### src/rtl/updown_counter_param.sv
// updown_counter_param
// Parametrised up/down event counter with parallel load, synchronous clear,
// wrap or saturate behaviour at the range ends, a combinational terminal-count
// strobe and a sticky overflow flag. Counting range is 0..MAX_VAL.
module updown_counter_param #(
  parameter int WIDTH     = 4,
  parameter int MAX_VAL   = 2**WIDTH - 1,
  parameter bit SATURATE  = 1'b0,
  parameter int RESET_VAL = 0
) (
  input  logic             clk,
  input  logic             rst,       // synchronous, active-low
  input  logic             clr,
  input  logic             load,
  input  logic [WIDTH-1:0] load_val,
  input  logic             en,
  input  logic             up,
  input  logic             ovf_clr,
  output logic [WIDTH-1:0] cnt,
  output logic             tc,
  output logic             ovf
);

  localparam logic [WIDTH-1:0] MAX_C   = WIDTH'(MAX_VAL);
  localparam logic [WIDTH-1:0] RESET_C = WIDTH'(RESET_VAL);
  localparam logic [WIDTH-1:0] ONE_C   = WIDTH'(1);

  logic [WIDTH-1:0] cnt_reg;
  logic [WIDTH-1:0] cnt_next;
  logic             ovf_reg;
  logic             ovf_next;

  logic [WIDTH-1:0] eq_max_bits;
  logic             at_max;
  logic             at_zero;
  logic             bnd;
  logic [WIDTH-1:0] load_clamped;

  // Bitwise match of the count against the top value; all bits matching
  // means the counter sits on MAX_VAL.
  genvar gi;
  generate
    for (gi = 0; gi < WIDTH; gi++) begin : g_eq_max
      assign eq_max_bits[gi] = ~(cnt_reg[gi] ^ MAX_C[gi]);
    end
  endgenerate

  assign at_max  = &eq_max_bits;
  assign at_zero = ~|cnt_reg;

  // A boundary event is a count step that would leave the legal range; clear
  // and load take precedence, so they suppress it.
  assign bnd = en & ~clr & ~load & ((up & at_max) | (~up & at_zero));

  // Loads beyond the top of the range are pinned to MAX_VAL.
  assign load_clamped = (load_val > MAX_C) ? MAX_C : load_val;

  // Next-count and next-flag selection in priority order clr > load > en.
  always_comb begin
    cnt_next = cnt_reg;
    ovf_next = ovf_reg;
    if (clr) begin
      cnt_next = '0;
    end else if (load) begin
      cnt_next = load_clamped;
    end else if (en) begin
      if (up) begin
        if (!at_max)       cnt_next = cnt_reg + ONE_C;
        else if (!SATURATE) cnt_next = '0;
      end else begin
        if (!at_zero)      cnt_next = cnt_reg - ONE_C;
        else if (!SATURATE) cnt_next = MAX_C;
      end
    end
    // Setting wins over clearing when both happen on the same edge.
    if (bnd)          ovf_next = 1'b1;
    else if (ovf_clr) ovf_next = 1'b0;
  end

  // State register; reset overrides every other control.
  always_ff @(posedge clk) begin
    if (!rst) begin
      cnt_reg <= RESET_C;
      ovf_reg <= 1'b0;
    end else begin
      cnt_reg <= cnt_next;
      ovf_reg <= ovf_next;
    end
  end

  assign cnt = cnt_reg;
  assign ovf = ovf_reg;
  assign tc  = bnd & rst;

endmodule

### config.mk
export PLATFORM = sky130hd
export DESIGN_NAME = updown_counter_param
export DESIGN_NICKNAME = d
export VERILOG_FILES = /design/src/rtl/updown_counter_param.sv
export SDC_FILE = /design/constraint.sdc
export NUM_CORES = 1
export LEC_CHECK = 0
export BUFFER_PORTS_ARGS = -buffer_cell sky130_fd_sc_hd__buf_2
export CAP_MARGIN = 20
export CORE_AREA = 10 10 47 49
export CTS_CLUSTER_DIAMETER = 120
export DETAILED_ROUTE_END_ITERATION = 16
export DIE_AREA = 0 0 57 59
export HOLD_SLACK_MARGIN = 0.12
export PLACE_DENSITY = 0.61
export SYNTH_ARGS = -nofsm -noshare
export SYNTH_HDL_FRONTEND = slang
export SYNTH_SLANG_ARGS = --single-unit
### constraint.sdc
create_clock -name clk -period 1.6 [get_ports clk]
set_input_delay 0.16 -clock clk [delete_from_list [all_inputs] [get_ports clk]]
set_output_delay 0.16 -clock clk [all_outputs]
set_load 0.03 [all_outputs]
# [Yosys cells after proc, flatten, opt, wreduce, memory -nomap -nowiden]
# Cells that the tools add are included.
[classes] addsub=2 n_lt_le_gt_ge=1 mux=8 n_bitwise=11 n_reduce_logical=6
[op_table] operator="2-to-1 mux 4 bit" count=6
[op_table] operator="AND 1 bit" count=6
[op_table] operator="adder 4 x 1 -> 4 bit, second input constant" count=1
[op_table] operator="greater-than comparator 4 bit, second input constant" count=1
[op_table] operator="inverter 1 bit" count=4
[op_table] operator="AND reduction 4 bit" count=1
[op_table] operator="nonzero test 2 bit" count=2
[op_table] operator="OR reduction 4 bit" count=1
[op_table] operator="subtractor 4 x 1 -> 4 bit, second input constant" count=1
[op_table] operator="2-to-1 mux 1 bit" count=2
[op_table] operator="OR reduction 2 bit" count=1
[op_table] operator="zero test 1 bit" count=1
[op_table] operator="bitwise OR 1 bit" count=1
[totals] register_bits=5 input_bits=11 output_inout_bits=6 wordCells=30

# [Longest topological paths before layout]
[logic_depth] depth_word=6 depth_mapped=6 depth_no_buf=6

# [Worst setup path after synthesis]
# Ideal clock, no wire load.
[synth_path] path_type="reg-to-output" from="reg cnt_reg[0], in the netlist cnt[0]" to="out tc" arrival_time_ns=1.454 required_time_ns=1.440 setup_slack_ns=-0.014 path_stages_with_launch=7 path_cell_list="dfxtp_1 > inv_2 > ha_1 > nand2b_4 > nor3_1 > a41oi_1 > nor2_1"
[synth_via] elab_chain_len=6 word_cells_on_any_way=8 classes_between="bitwise (5); reduce/logical (3)"
[synth_rtl] element="start: declaration" line_no="28" source="logic [WIDTH-1:0] cnt_reg;"
[synth_rtl] element="start signal: assignment" line_no="86" source="cnt_reg <= cnt_next;"
[synth_rtl] element="OR reduction 4 bit" line_no="49" source="assign at_zero = ~|cnt_reg;"
[synth_rtl] element="zero test 1 bit" line_no="49"
[synth_rtl] element="AND 1 bit" line_no="53" source="assign bnd = en & ~clr & ~load & ((up & at_max) | (~up & at_zero));"
[synth_rtl] element="bitwise OR 1 bit (*)" line_no="53"
[synth_rtl] element="AND 1 bit (*)" line_no="53"
[synth_rtl] element="AND 1 bit (*)" line_no="93" source="assign tc = bnd & rst;"
[synth_rtl] element="end: declaration" line_no="20" source="output logic tc,"
# Every way passes the cells marked *; elsewhere a longest branch is shown, timed or not.

# [Worst setup path after layout]
[layout_path] from="reg cnt_reg[1], in the netlist cnt[1]" to="out tc"
# The elaborated chain is that of the path after synthesis.

==> flow_summary.json <==
{
  "outcome": "finished clean",
  "tritoncts": "built",
  "ys_seq_elements": 5,
  "die_w_um": 57,
  "fin_tns_setup_ps": 0,
  "fp.dieH_um": 59,
  "global_route_wire_length_before_repair_mm": 1.76,
  "critical_path_required_ps": 1440,
  "unrepaired_setup_endpoints_after_global_routing": "no",
  "layout-area-overhead-vs-synth_pct": 47.4,
  "core_mm2": 0.00140,
  "synth_edf_count": 0,
  "pwr_density_cell_mw_per_mm2": 700,
  "largest_register_ff_count": 4,
  "hold_viol_final": 0,
  "timing.max_cap.violations": 0,
  "setup.worst_path.end": "tc",
  "final_nets": 82,
  "max_slew_margin_pct": 80.6,
  "longest_clk_path_bufs": 2,
  "grt.total_usage_pct": 6.65,
  "setup-violations-final": 0,
  "post-route-drc-count": 0,
  "vias_per_cell": 4.95,
  "start_util_pct": 27.1,
  "multiInputGateArea_um2": 285,
  "period_share_pct": 94.7,
  "nFillCells": 157,
  "ir_worst_vdd_v": 0.000440,
  "worst_setup_hold_path_clk_slew_ps": 40,
  "worstReg2RegEnd": "cnt[3]",
  "post_synth_inst_count": 45,
  "htree_num_levels": 1,
  "grt_antenna_before_repair": 0,
  "syn-num-nets": 58,
  "routed-via-count": 416,
  "dp_wirelength_um": 872,
  "crit_start": "cnt[1]",
  "number_of_global_route_vias_before_repair": 437,
  "commonest_non_fill_non_tap_cell_in_the_layout": "sky130_fd_sc_hd__buf_2",
  "leakage_nw": 0.248,
  "total_iterations_of_the_first_detailed_routing_run": 2,
  "holdCritPathClass": "in -> reg",
  "max_slew.worst_pin.slew_ps": 291,
  "synth-async-reset-ratio_pct": 0,
  "place.gp.congestion": 0.770,
  "wire_per_inst_um": 12.6,
  "final_cell_mix": "15 x sky130_fd_sc_hd__buf_2, 4 x sky130_fd_sc_hd__buf_4",
  "rr_worst_depth": 6,
  "numClockSinks": 5,
  "achievable-frequency_mhz": 660,
  "place.port_buffers": 16,
  "n_antenna_cell": 0,
  "cp.arrival_ps": 1360,
  "synth_ff_type": "sky130_fd_sc_hd__dfxtp_1",
  "final_layout_size_suffix_gt1_share_pct": 51.5,
  "worst-setup-path-type": "reg -> out",
  "dieArea_mm2": 0.00336,
  "power_mw": 0.393,
  "synth_seq_area_share_pct": 26.3,
  "detailedRoute.firstIterationViolations": 1,
  "layout.area.seq_um2": 103,
  "clock_latency_ps": 240,
  "setup.worst_path.end_class": "primary output",
  "routed_wirelength_mm": 1.06,
  "timing.clock.skew_ps": 1.54,
  "num_io_pins": 17,
  "post_synth_num_cell_types": 26,
  "worst_r2r_startpoint": "cnt[0]",
  "yosysWarningCount": 0,
  "largest_net_degree_at_the_start_of_global_routing": 10,
  "num_rows": 14,
  "clock_tree.root_cell": "sky130_fd_sc_hd__clkbuf_4",
  "postRouteAntennaNets": 0,
  "cp-start-kind": "flop",
  "timing.reg2reg.setup_slack_ps": 290,
  "post_synthesis_cell_area_um2": 380,
  "slew_violations": 0,
  "grt-ovfl-total": 0,
  "synth.avg_cell_area_um2": 8.45,
  "min_period_ps": 1520,
  "cts_buffers": 3,
  "path_max_fanout": 3
}
power breakdown:
| part | total (mW) | switching [mW] | internal (mW) |
|---|---|---|---|
| Sequential | 0.139 | 0.00786 | 0.131 |
| Clock | 0.149 | 0.0547 | 0.0945 |
| Combinational | 0.104 | 0.0529 | 0.0515 |
| Total | 0.393 | 0.115 | 0.277 |
cells in the mapped netlist (all sizes together), types with 2 or more instances:
cell type	count	area [µm²]
a21oi	3	15.0
dfxtp	5	100
ha	2	25.0
inv	3	11.3
nand2	3	11.3
nand2b	4	40.0
nor2	4	15.0
o21ai	3	15.0
xnor2	3	26.3
final cells by class:
type | count | share of cell area (%)
Timing Repair Buffer | 20 | 20.5
Sequential cell | 5 | 18.3
Clock buffer | 4 | 4.69
Multi-Input combinational cell | 36 | 50.9
Inverter | 3 | 2.01
Tap cell | 16 | 3.57
worst min path at each step:
stage	end	slack [ps]	cells after the start	from
after floorplan	ovf	250	1	ovf_clr
after global placement	ovf	360	2	ovf_clr
after global routing	cnt[0]	200	3	load_val[0]
after CTS	cnt[0]	150	3	load_val[0]
after detailed placement	ovf	350	2	ovf_clr
final	cnt[0]	160	3	load_val[0]
kinds of logic after synthesis:
family	Yosys count	synth area share, %
AOI/OAI and AO/OA	13	26.0
xor gates and xnor gates	3	6.91
adders and majority gates	2	6.58
buffers and inverters	4	3.95
DFF	5	26.3
muxes	1	2.63
and+or+nand+nor	17	27.6
per-layer routing:
metal	part of all wire (%)	wire, µm	GRT usage (%)	vias to the layer above
li1	-	-	-	207
met1	45	474	6.51	188
met2	46	484	11.0	16
met3	6.1	65	2.15	5
met4	3.4	36	6.04	0
met5	0	0	0	-
per-stage QoR:
stage | utilization (%) | instances | setup slack [ps] | cell area, µm² | hold WS [ps]
global placement | 35.3 | 78 | 240 | 494 | 359
CTS | 39.4 | 84 | 21.0 | 552 | 147
detailed placement | 35.3 | 78 | 208 | 494 | 352
floorplan | - | 45 | 58.4 | 383 | 254
global route | 40.0 | 84 | 13.9 | 561 | 199
finish | 40.0 | 84 | 84.6 | 561 | 160
critical path, cell delays in order (launching register included):
cell and delay [ps]:
sky130_fd_sc_hd__dfxtp_2 330, sky130_fd_sc_hd__inv_2 60, sky130_fd_sc_hd__ha_2 200, sky130_fd_sc_hd__nand2b_4 60, sky130_fd_sc_hd__nor3_2 130, sky130_fd_sc_hd__a41oi_2 60
sky130_fd_sc_hd__nor2_2 100, sky130_fd_sc_hd__buf_4 160
timing repair:
action	in CTS	in global routing
resized for setup	4	3
setup endpoints to repair	1	1
hold endpoints to repair	1	0
pin swaps	0	0
buffers inserted	1	0
hold buffers	1	0
No activity file was read; power rests on OpenSTA's default activity.
